==> src/rtl/btb_pkg.sv <==
// Shared types and helpers for the n-way branch target buffer.
// Holds the 2-bit predictor encoding and index/tag width helpers.
package btb_pkg;

   typedef enum logic [1:0] {
      STRONG_NT = 2'b00,
      WEAK_NT   = 2'b01,
      WEAK_T    = 2'b10,
      STRONG_T  = 2'b11
   } ctr_e;

   localparam int PC_LSB = 2;

   function automatic int idx_w(input int sets);
      return $clog2(sets);
   endfunction

   function automatic int tag_w(input int xlen, input int sets);
      return xlen - PC_LSB - $clog2(sets);
   endfunction

   function automatic ctr_e ctr_next(input ctr_e c, input logic taken);
      if (taken)
         return (c == STRONG_T) ? STRONG_T : ctr_e'(c + 2'd1);
      return (c == STRONG_NT) ? STRONG_NT : ctr_e'(c - 2'd1);
   endfunction

endpackage

==> src/rtl/btb_nway_core_if.sv <==
// Fetch/execute facing bundle of the branch target buffer.
// Master drives lookups, updates and flush; slave returns responses.
interface btb_nway_core_if #(
   parameter int XLEN = 32
);
   logic            flush;
   logic            lu_valid;
   logic [XLEN-1:0] lu_pc;
   logic            resp_valid;
   logic            resp_hit;
   logic            resp_taken;
   logic [XLEN-1:0] resp_target;
   logic            upd_valid;
   logic [XLEN-1:0] upd_pc;
   logic [XLEN-1:0] upd_target;
   logic            upd_taken;

   modport master (
      output flush, lu_valid, lu_pc,
      output upd_valid, upd_pc, upd_target, upd_taken,
      input  resp_valid, resp_hit, resp_taken, resp_target
   );

   modport slave (
      input  flush, lu_valid, lu_pc,
      input  upd_valid, upd_pc, upd_target, upd_taken,
      output resp_valid, resp_hit, resp_taken, resp_target
   );
endinterface

==> src/rtl/btb_lru_ages.sv <==
// Per-set true-LRU age update with two ordered touches.
// Victim is chosen against the ages after the first touch only.
module btb_lru_ages #(
   parameter int  WAYS = 2,
   localparam int AW   = $clog2(WAYS)
) (
   input  logic [WAYS-1:0]         valid_i,
   input  logic [WAYS-1:0][AW-1:0] ages_i,
   input  logic                    t0_en_i,
   input  logic [AW-1:0]           t0_way_i,
   input  logic                    t1_en_i,
   input  logic [AW-1:0]           t1_way_i,
   output logic [WAYS-1:0][AW-1:0] ages_o,
   output logic [AW-1:0]           victim_o
);

   logic [WAYS-1:0][AW-1:0] mid;

   function automatic logic [WAYS-1:0][AW-1:0] touch(
      input logic [WAYS-1:0][AW-1:0] a,
      input logic [AW-1:0]           w
   );
      logic [WAYS-1:0][AW-1:0] r;
      r = a;
      for (int i = 0; i < WAYS; i++)
         if (a[i] < a[w])
            r[i] = a[i] + AW'(1);
      r[w] = '0;
      return r;
   endfunction

   always_comb begin
      mid = ages_i;
      if (t0_en_i)
         mid = touch(ages_i, t0_way_i);
   end

   // Invalid ways win over the LRU way; scan high-to-low so lowest index sticks.
   always_comb begin
      victim_o = '0;
      for (int i = 0; i < WAYS; i++)
         if (mid[i] == AW'(WAYS - 1))
            victim_o = AW'(i);
      for (int i = WAYS - 1; i >= 0; i--)
         if (!valid_i[i])
            victim_o = AW'(i);
   end

   always_comb begin
      ages_o = mid;
      if (t1_en_i)
         ages_o = touch(mid, t1_way_i);
   end

endmodule

==> src/rtl/btb_nway_core.sv <==
// N-way set-associative BTB: 1-cycle registered lookup, execute-side
// updates, allocate-on-taken, true-LRU replacement and flush.
module btb_nway_core
   import btb_pkg::*;
#(
   parameter int WAYS = 2,
   parameter int SETS = 8,
   parameter int XLEN = 32
) (
   input logic             clk,
   input logic             rst,
   btb_nway_core_if.slave  bus
);

   localparam int IW = idx_w(SETS);
   localparam int TW = tag_w(XLEN, SETS);
   localparam int AW = $clog2(WAYS);

   logic [WAYS-1:0]         valid_q [SETS];
   logic [WAYS-1:0]         valid_d [SETS];
   logic [TW-1:0]           tag_q   [SETS][WAYS];
   logic [TW-1:0]           tag_d   [SETS][WAYS];
   logic [XLEN-1:0]         tgt_q   [SETS][WAYS];
   logic [XLEN-1:0]         tgt_d   [SETS][WAYS];
   ctr_e                    ctr_q   [SETS][WAYS];
   ctr_e                    ctr_d   [SETS][WAYS];
   logic [WAYS-1:0][AW-1:0] age_q   [SETS];
   logic [WAYS-1:0][AW-1:0] age_d   [SETS];
   logic [AW-1:0]           vict    [SETS];

   logic            rvalid_q, rhit_q, rtaken_q;
   logic [XLEN-1:0] rtgt_q;

   logic [IW-1:0] lu_idx, upd_idx;
   logic [TW-1:0] lu_tag, upd_tag;
   logic          lu_hit, upd_hit;
   logic [AW-1:0] lu_way, upd_way, wway;
   logic          upd_do, upd_touch;
   logic          unused_pc;

   assign lu_idx    = bus.lu_pc[IW+1:2];
   assign lu_tag    = bus.lu_pc[XLEN-1:IW+2];
   assign upd_idx   = bus.upd_pc[IW+1:2];
   assign upd_tag   = bus.upd_pc[XLEN-1:IW+2];
   assign unused_pc = ^{bus.lu_pc[1:0], bus.upd_pc[1:0]};

   always_comb begin
      lu_hit  = 1'b0;
      lu_way  = '0;
      upd_hit = 1'b0;
      upd_way = '0;
      for (int w = 0; w < WAYS; w++) begin
         if (valid_q[lu_idx][w] && tag_q[lu_idx][w] == lu_tag) begin
            lu_hit = 1'b1;
            lu_way = AW'(w);
         end
         if (valid_q[upd_idx][w] && tag_q[upd_idx][w] == upd_tag) begin
            upd_hit = 1'b1;
            upd_way = AW'(w);
         end
      end
   end

   // Flush swallows any update issued in the same cycle.
   assign upd_do    = bus.upd_valid & ~bus.flush;
   assign upd_touch = upd_do & (upd_hit | bus.upd_taken);
   assign wway      = upd_hit ? upd_way : vict[upd_idx];

   for (genvar s = 0; s < SETS; s++) begin : g_set
      btb_lru_ages #(.WAYS(WAYS)) u_lru (
         .valid_i  (valid_q[s]),
         .ages_i   (age_q[s]),
         .t0_en_i  (bus.lu_valid && lu_hit && lu_idx == IW'(s)),
         .t0_way_i (lu_way),
         .t1_en_i  (upd_touch && upd_idx == IW'(s)),
         .t1_way_i (wway),
         .ages_o   (age_d[s]),
         .victim_o (vict[s])
      );
   end

   always_comb begin
      valid_d = valid_q;
      tag_d   = tag_q;
      tgt_d   = tgt_q;
      ctr_d   = ctr_q;
      if (bus.flush) begin
         for (int s = 0; s < SETS; s++)
            valid_d[s] = '0;
      end else if (upd_do && upd_hit) begin
         ctr_d[upd_idx][upd_way] =
            ctr_next(ctr_q[upd_idx][upd_way], bus.upd_taken);
         if (bus.upd_taken)
            tgt_d[upd_idx][upd_way] = bus.upd_target;
      end else if (upd_do && bus.upd_taken) begin
         valid_d[upd_idx][wway] = 1'b1;
         tag_d[upd_idx][wway]   = upd_tag;
         tgt_d[upd_idx][wway]   = bus.upd_target;
         ctr_d[upd_idx][wway]   = WEAK_T;
      end
   end

   always_ff @(posedge clk) begin
      if (rst) begin
         for (int s = 0; s < SETS; s++) begin
            valid_q[s] <= '0;
            for (int w = 0; w < WAYS; w++) begin
               tag_q[s][w] <= '0;
               tgt_q[s][w] <= '0;
               ctr_q[s][w] <= STRONG_NT;
               age_q[s][w] <= AW'(w);
            end
         end
         rvalid_q <= 1'b0;
         rhit_q   <= 1'b0;
         rtaken_q <= 1'b0;
         rtgt_q   <= '0;
      end else begin
         valid_q  <= valid_d;
         tag_q    <= tag_d;
         tgt_q    <= tgt_d;
         ctr_q    <= ctr_d;
         age_q    <= age_d;
         rvalid_q <= bus.lu_valid;
         rhit_q   <= bus.lu_valid & lu_hit;
         rtaken_q <= bus.lu_valid & lu_hit &
                     (ctr_q[lu_idx][lu_way] inside {WEAK_T, STRONG_T});
         rtgt_q   <= (bus.lu_valid && lu_hit) ? tgt_q[lu_idx][lu_way] : '0;
      end
   end

   assign bus.resp_valid  = rvalid_q;
   assign bus.resp_hit    = rhit_q;
   assign bus.resp_taken  = rtaken_q;
   assign bus.resp_target = rtgt_q;

endmodule

==> src/flat_wrapper.sv <==
// flat-port wrapper written by rule: the top's interface ports become plain ports
module btb_nway_core_flat import btb_pkg::*;
#(
   parameter int WAYS = 2,
   parameter int SETS = 8,
   parameter int XLEN = 32
)
  (clk, rst, bus_flush, bus_lu_valid, bus_lu_pc, bus_upd_valid, bus_upd_pc, bus_upd_target, bus_upd_taken, bus_resp_valid, bus_resp_hit, bus_resp_taken, bus_resp_target);
  btb_nway_core_if #(.XLEN(XLEN)) bus_i ();
  input logic clk;
  input logic rst;
  input wire logic [$bits(bus_i.flush)-1:0] bus_flush;
  input wire logic [$bits(bus_i.lu_valid)-1:0] bus_lu_valid;
  input wire logic [$bits(bus_i.lu_pc)-1:0] bus_lu_pc;
  input wire logic [$bits(bus_i.upd_valid)-1:0] bus_upd_valid;
  input wire logic [$bits(bus_i.upd_pc)-1:0] bus_upd_pc;
  input wire logic [$bits(bus_i.upd_target)-1:0] bus_upd_target;
  input wire logic [$bits(bus_i.upd_taken)-1:0] bus_upd_taken;
  output wire logic [$bits(bus_i.resp_valid)-1:0] bus_resp_valid;
  output wire logic [$bits(bus_i.resp_hit)-1:0] bus_resp_hit;
  output wire logic [$bits(bus_i.resp_taken)-1:0] bus_resp_taken;
  output wire logic [$bits(bus_i.resp_target)-1:0] bus_resp_target;
  assign bus_i.flush = bus_flush;
  assign bus_i.lu_valid = bus_lu_valid;
  assign bus_i.lu_pc = bus_lu_pc;
  assign bus_i.upd_valid = bus_upd_valid;
  assign bus_i.upd_pc = bus_upd_pc;
  assign bus_i.upd_target = bus_upd_target;
  assign bus_i.upd_taken = bus_upd_taken;
  assign bus_resp_valid = bus_i.resp_valid;
  assign bus_resp_hit = bus_i.resp_hit;
  assign bus_resp_taken = bus_i.resp_taken;
  assign bus_resp_target = bus_i.resp_target;
  btb_nway_core #(.WAYS(WAYS), .SETS(SETS), .XLEN(XLEN)) u_core (.clk(clk), .rst(rst), .bus(bus_i));
endmodule
==> config.mk <==
export PLATFORM = sky130hd
export DESIGN_NAME = btb_nway_core_flat
export DESIGN_NICKNAME = d
export VERILOG_FILES = /design/src/rtl/btb_pkg.sv /design/src/rtl/btb_nway_core_if.sv /design/src/rtl/btb_lru_ages.sv /design/src/rtl/btb_nway_core.sv /design/src/flat_wrapper.sv
export SDC_FILE = /design/constraint.sdc
export NUM_CORES = 2
export LEC_CHECK = 0
export CAP_MARGIN = 20
export CORE_ASPECT_RATIO = 0.7
export CORE_MARGIN = 1
export CORE_UTILIZATION = 45
export CTS_BUF_LIST = sky130_fd_sc_hd__clkbuf_8
export CTS_CLUSTER_SIZE = 14
export DETAILED_ROUTE_END_ITERATION = 10
export RECOVER_POWER = 50
export SYNTH_ARGS = -nofsm -noshare
export SYNTH_HDL_FRONTEND = slang
export SYNTH_SLANG_ARGS = --single-unit
export TNS_END_PERCENT = 50
==> constraint.sdc <==
create_clock -name clk -period 4.44 [get_ports clk]
set_input_delay 0.888 -clock clk [delete_from_list [all_inputs] [get_ports clk]]
set_output_delay 0.888 -clock clk [all_outputs]
set_load 0.01 [all_outputs]
* Word level (Yosys, flattened, before mapping)
Cells that the tools add are included.
W data, S select, Z words.
** Storage, ports and cells
- Input bits :: 102
- Output and inout port bits :: 35
- Logic and storage cells :: 470
- Register bits after elaboration :: 1043
** Operators by class
- Eq/ne operators :: 22
- Reduce and logical (&&, ||, !) cells :: 39
- Order comparisons :: 44
- Bitwise logic cells :: 35
- Add/subtract/negate cells :: 34
- Multiplexer cells :: 220
** Operator list (number)
- $mux W512 :: 3
- $bwmux W512 :: 2
- $bwmux W432 :: 1
- $demux W64 S3 :: 2
- $bmux W54 S3 :: 2
- $mux W54 :: 5
- $mux W64 :: 4
- $mux W32 :: 7
- $bmux W64 S3 :: 1
- $demux W54 S3 :: 1
- $mux W1 :: 134
- $eq A27 B27 Y1 :: 4
- $mux W2 :: 35
- $demux W32 S1 :: 2
- $add A1 B1 Y1 const B :: 32
- $and A2 B2 Y2 :: 16
- $bwmux W32 :: 1
- $lt A1 B1 Y1 :: 32
- $or A16 B16 Y16 :: 2
- $logic_and A1 B1 Y1 :: 28
- $demux W27 S1 :: 1
- $mux W27 :: 1
- $bmux W4 S3 :: 2
- $demux W4 S3 :: 2
- other kinds (33) :: 74

* Logic depth before layout (Yosys ltp)
- Depth in word-level cells :: 32
- Mapped depth :: 20
- Depth with buffers taken out :: 12

* Cells and area by module
A second synthesis with hierarchy kept.
** Second synthesis, totals
- Cell total of the unflattened synthesis :: 5236
- Area total of the unflattened synthesis :: 49117.1 sq um
** By module, submodules not included
- btb_nway_core :: times used 1, cells each 5132, seq. area each 20880.0 sq um, area an instance 48526.5 sq um
- btb_lru_ages :: times used 8, cells each 13, seq. area each 0.0 sq um, area an instance 73.8 sq um

* Worst setup path after synthesis
Ideal clock, no wire load.
- Path kind :: input port to flip-flop
- Start point :: input port bus_upd_pc[3]
- End point :: register u_core.tag_q[357] (netlist name)
- Required time :: 4.312 ns
- Setup time :: 0.128 ns
- Cell stages on the path :: 18
- Path buffers :: 7
- Setup slack :: -0.122 ns
- Data arrival time :: 4.435 ns
- Cell sequence :: buf_2 buf_6 buf_2 buf_2 mux4_2 mux2i_1 xnor2_1 nor4_1 nand3_1 nor4_4 or3_1 buf_6 buf_6 nor2_1 nand2_4 buf_6 mux2i_1 nor2_1
** On the way
- Cells in the longest elaborated chain, start to end :: 17
- Elaborated cells on any way between the ends :: 33
- Those cells by class :: order compare (4); eq/ne (2); mux (18); bitwise (3); reduce/logical (6)
** RTL lines
- start, declared :: line flat_wrapper.sv:16 : input wire logic [$bits(bus_i.upd_pc)-1:0] bus_upd_pc;
- $not A3 Y4 (implied by the code) * :: line btb_nway_core.sv:57, btb_nway_core.sv:67, btb_nway_core.sv:97
- $bmux W54 S3 :: line btb_nway_core.sv:57 : if (valid_q[upd_idx][w] && tag_q[upd_idx][w] == upd_tag) begin
- $mux W54 (implied by the code) (2 in series) :: line btb_nway_core.sv:57
- $eq A27 B27 Y1 :: line btb_nway_core.sv:57
- $logic_and A1 B1 Y1 :: line btb_nway_core.sv:57
- $mux W1 (2 in series) :: line btb_nway_core.sv:57
- $mux W1 :: line btb_nway_core.sv:67 : assign wway = upd_hit ? upd_way : vict[upd_idx];
- $not A1 Y2 (implied by the code) :: line btb_nway_core.sv:97 : tag_d[upd_idx][wway] = upd_tag;
- $ge A2 B2 Y1 (implied by the code) or $lt A2 B1 Y1 (tied branches) :: line btb_nway_core.sv:97
- $logic_and A1 B1 Y1 (implied by the code) :: line btb_nway_core.sv:97
- $mux W27 (implied by the code) :: line btb_nway_core.sv:97
- $demux W27 S1 :: line btb_nway_core.sv:97
- $mux W54 (implied by the code) :: line btb_nway_core.sv:97
- $demux W54 S3 :: line btb_nway_core.sv:97
- $bwmux W432 :: line btb_nway_core.sv:97
- end signal, assigned :: line btb_nway_core.sv:120 : tag_q <= tag_d;
- end, declared :: line btb_nway_core.sv:21 : logic [TW-1:0] tag_q [SETS][WAYS];
Mark *: on every way between the ends. The rest lies on a longest branch, timed or not. The select of a mux whose other input is x is not followed.
A chain may end at the register's enable or synchronous reset.

* Worst setup path after layout
- Start point :: register u_core.tag_q[256] (netlist name)
- End point :: register u_core.tgt_q[369] (netlist name)
** On the way
- Cells in the longest elaborated chain, start to end :: 27
- Elaborated cells on any way between the ends :: 74
- Those cells by class :: order compare (2); eq/ne (3); mux (53); bitwise (1); reduce/logical (15)
** RTL lines
- $bmux W54 S3 :: line btb_nway_core.sv:53 : if (valid_q[lu_idx][w] && tag_q[lu_idx][w] == lu_tag) begin
- $mux W54 (2 in series)
- $eq A27 B27 Y1 :: line btb_nway_core.sv:53
- $logic_and A1 B1 Y1 :: line btb_nway_core.sv:53
- $mux W1 (2 in series) :: line btb_nway_core.sv:53
- $logic_and A1 B1 Y1 (2 in series) :: line btb_nway_core.sv:73 : .t0_en_i (bus.lu_valid && lu_hit && lu_idx == IW'(s)),
- $mux W2 :: line btb_lru_ages.sv:34 : if (t0_en_i)
- $mux W1 :: line btb_lru_ages.sv:42 : if (mid[i] == AW'(WAYS - 1))
- [8 not listed]
- $logic_and A1 B1 Y1 (implied by the code) :: line btb_nway_core.sv:98 : tgt_d[upd_idx][wway] = bus.upd_target;
- $mux W32 (implied by the code) :: line btb_nway_core.sv:98
- $demux W32 S1 :: line btb_nway_core.sv:98
- $mux W64 (implied by the code) :: line btb_nway_core.sv:98
- $demux W64 S3 :: line btb_nway_core.sv:98
- $bwmux W512 :: line btb_nway_core.sv:98
- $mux W512 :: line btb_nway_core.sv:95 : end else if (upd_do && bus.upd_taken) begin
- $mux W512 :: line btb_nway_core.sv:90 : end else if (upd_do && upd_hit) begin
- end signal, assigned :: line btb_nway_core.sv:121 : tgt_q <= tgt_d;
- end, declared :: line btb_nway_core.sv:23 : logic [XLEN-1:0] tgt_q [SETS][WAYS];
Parallel ways exist; a longest one is shown, timed or not. The select of a mux whose other input is x is not followed.

==> impl_metrics.tcl <==
set metrics [dict create \
    worst_pin_slew_ns 1.44 \
    fmax_ghz 0.213 \
    multiInputGateArea_um2 30000 \
    dr.pass1.iters 6 \
    drt_drc_violations_left 0 \
    hold_path.class "primary input to register" \
    grt.overflow.total 0 \
    via_per_inst 6.14 \
    synthArstFlopShare_pct 0 \
    syn_area_per_cell_um2 10.3 \
    die_x_um 408 \
    synth_cell_type_count 90 \
    finalHoldViolCount 0 \
    dpl-instance-area_um2 58200 \
    synth_commonest_cells "dfxtp_1, mux2i_1, nor2_1, nand2_1, mux4_2" \
    slew_violations 0 \
    grt_util_all_layers_pct 30.2 \
    required_ns 5.26 \
    initial_core_util_pct 45.7 \
    fillCellCount 9296 \
    rsz0062_at_grt "true" \
    failed_checks "setup timing" \
    cts_buffers 169 \
    synth_area_leaders "dfxtp_1, mux2i_1, mux4_2, nor2_1, a21oi_1" \
    dp.cells 6779 \
    fin_worst_skew_ns 0.0646 \
    clock_power_share_pct 44.0 \
    p_sw_share_pct 27.1 \
    clock_path_buffers 3 \
    stdcell_count 7216 \
    syn_inst 5046 \
    yosys.area.top_type "dfxtp_1" \
    path_class "register to register" \
    drt-initial-drc-count 5380 \
    wl_mm 194 \
    max_stage_delay_ns 0.47 \
    synth_edf_count 0 \
    ant_nets 0 \
    drv_cap 0 \
    cts-root-buf "clkbuf_8" \
    synthToLayoutAreaGrowth_pct 27.5 \
    grt_first_pass_wirelength_mm 266 \
    fin_area_um2 66100 \
    crit_chain "mux4_2, mux2i_1, buf_4, xor2_4, buf_6, nor2b_4, nand4b_1, nor4_4, buf_4, nand4_1, a211oi_4, o32ai_4, buf_6, buf_6, o31ai_4, buf_6, buf_4, buf_12, buf_8, o21ai_0, a21oi_1" \
    fin_crit_sh_pct 106 \
    synth_seq_area_share_pct 40.3 \
    status "finished with violations" \
    place_congestion 0.953 \
    dp_slack_ns -1.08 \
    path_clk_slew_ns 0.07 \
    syn-num-nets 5148 \
    postLayoutCoreUtil_pct 58.2 \
    port-buffer-count 132 \
    leakagePower_nw 26.7 \
    crit_family "buffers and inverters" \
    yosysMostFrequentCell "dfxtp_1" \
    die_area_um2 117000 \
    ys.flop_type "dfxtp_1" \
    worstPathBufferInverterCount 9 \
    ctsHtreeMaxLevel 4 \
    cts-hold-fix-buffers 0 \
    fin_hold_ws_ns 0.380 \
    fin_ws_ns -0.255 \
    die_h_um 286 \
    nets 5654 \
    pwr-share-seq_pct 45.5 \
    powerDensity_nw_per_um2 313 \
    slew_headroom_pct 3.79 \
    fin_tns_setup_ns -15.33 \
    cts_tree "yes" \
    synth_top_area_share_pct 40.3 \
    p_sw_mw 5.61 \
    grt_pass1_vias 40800 \
    worstSkewPairLatency_ns 0.93 \
    crit_path_end_kind "register" \
    comb_power_share_pct 10.4 \
    antenna_found_initial 11 \
    vias 44300 \
    dp_hpwl_mm 120 \
    core_area_um2 114000 \
    yosys_warnings 0 \
    wl_per_cell_um 26.9 \
    setup_viol 246 \
    ir_worst_vdd_mv 0.286 \
    seq_area_um2 20900 \
    crit_path_top_delay_cell "mux4_2" \
    critPathLaunchType "register" \
    min_period_ns 4.70 \
    finalPower_mw 20.7 \
    p_int_mw 15.1 \
    grt_max_degree 140 \
    io_pins 137 \
    cp_data_arrival_time_ns 5.52 \
    cpMostUsedCell "buf_6" \
    drive_above_1_share_pct 30.8 \
    ys_seq_elements 1043 \
    rows 103 \
    worstPathMaxFanout 7 \
    netlist_area_um2 51800 \
    cts.sinks 1043 \
]
==> area by class of cell <==
cell class | count | area share [%]
Inverter | 25 | 0.161
Antenna cell | 3 | 0.0114
Clock buffer | 224 | 4.66
Sequential cell | 1043 | 31.6
Clock inverter | 86 | 0.894
Multi-Input combinational cell | 3472 | 45.4
Timing Repair Buffer | 841 | 14.4
Tap cell | 1522 | 2.88
==> state kept, by name (all words and copies together), names as in the netlist <==
| name | flops |
|---|---|
| u_core.tag_q | 432 |
| u_core.bus.resp_taken | 1 |
| u_core.age_q | 16 |
| u_core.bus.resp_valid | 1 |
| u_core.bus.resp_hit | 1 |
| u_core.tgt_q | 512 |
| u_core.bus.resp_target | 32 |
| u_core.ctr_q | 32 |
| u_core.valid_q | 16 |
==> path summary, 6_finish.rpt <==
kind | start | endpoint | slack (ns) | cells after the start
max | u_core.tag_q[256]$_SDFFE_PP0P_ | u_core.tgt_q[369]$_SDFFE_PP0P_ | -0.26 | 21
min reg2reg | u_core.tgt_q[284]$_SDFFE_PP0P_ | u_core.tgt_q[284]$_SDFFE_PP0P_ | 0.46 | 2
max reg2reg | u_core.tag_q[256]$_SDFFE_PP0P_ | u_core.tgt_q[369]$_SDFFE_PP0P_ | -0.26 | 21
min | rst | u_core.tgt_q[241]$_SDFFE_PP0P_ | 0.38 | 2
==> kinds of logic (layout without fill, tap and decap cells) <==
| family | after synthesis | count (layout) | share of synthesized area, % |
|---|---|---|---|
| simple gates | 1404 | 1404 | 12.4 |
| mux | 1195 | 1195 | 31.4 |
| flops | 1043 | 1043 | 40.3 |
| compound gates | 776 | 777 | 8.61 |
| buf+inv | 532 | 1176 | 5.76 |
| xor+xnor | 94 | 94 | 1.59 |
| fa+ha+maj | 2 | 2 | 0.0386 |
| other cells | 0 | 3 | 0 |
==> layout by cell type (no fill, tap or decap), types with 16 or more instances in the layout <==
master,instances
o21ai_1,94
buf_8,23
nor3_1,26
nand3_2,115
clkbuf_16,48
xor2_1,21
nand3_4,41
nand3_1,147
dfxtp_1,1035
o22ai_1,19
buf_4,479
o21ai_2,46
nor4_1,18
clkbuf_8,224
clkdlybuf4s50_1,89
dlygate4sd3_1,36
a21oi_1,222
buf_12,113
clkinv_2,16
o21a_1,20
buf_16,16
nand2_1,375
xnor2_1,64
nor2_1,499
a22oi_1,19
inv_1,71
or2_2,16
o21ai_0,148
a21oi_2,92
and2_1,26
mux4_2,342
mux2i_1,823
mux2_2,23
buf_6,33
==> power groups by stage <==
stage / Clock (mW) / Sequential (mW) / Combinational [mW]
after floorplan: 0 / 9.62 / 1.01
after global placement: 0 / 9.63 / 1.83
after detailed placement: 0 / 9.63 / 1.83
after CTS: 9.19 / 9.42 / 1.85
after global routing: 9.64 / 9.42 / 2.22
final: 9.11 / 9.43 / 2.16
==> per-layer routing <==
layer / vias up / wire length [um] / GRT usage (%)
li1: 19300 / - / -
met1: 22100 / 85300 / 43.9
met2: 2471 / 77500 / 41.0
met3: 446 / 24700 / 10.8
met4: 12 / 6150 / 9.75
met5: - / 163 / 0.601
==> repair_timing <==
action                     CTS  global route
setup endpoints to repair  283           913
buffers inserted            10            40
pin swaps                    9           180
cloned                       4            71
resized for setup           42           518
(Power assumes the default switching activity.)
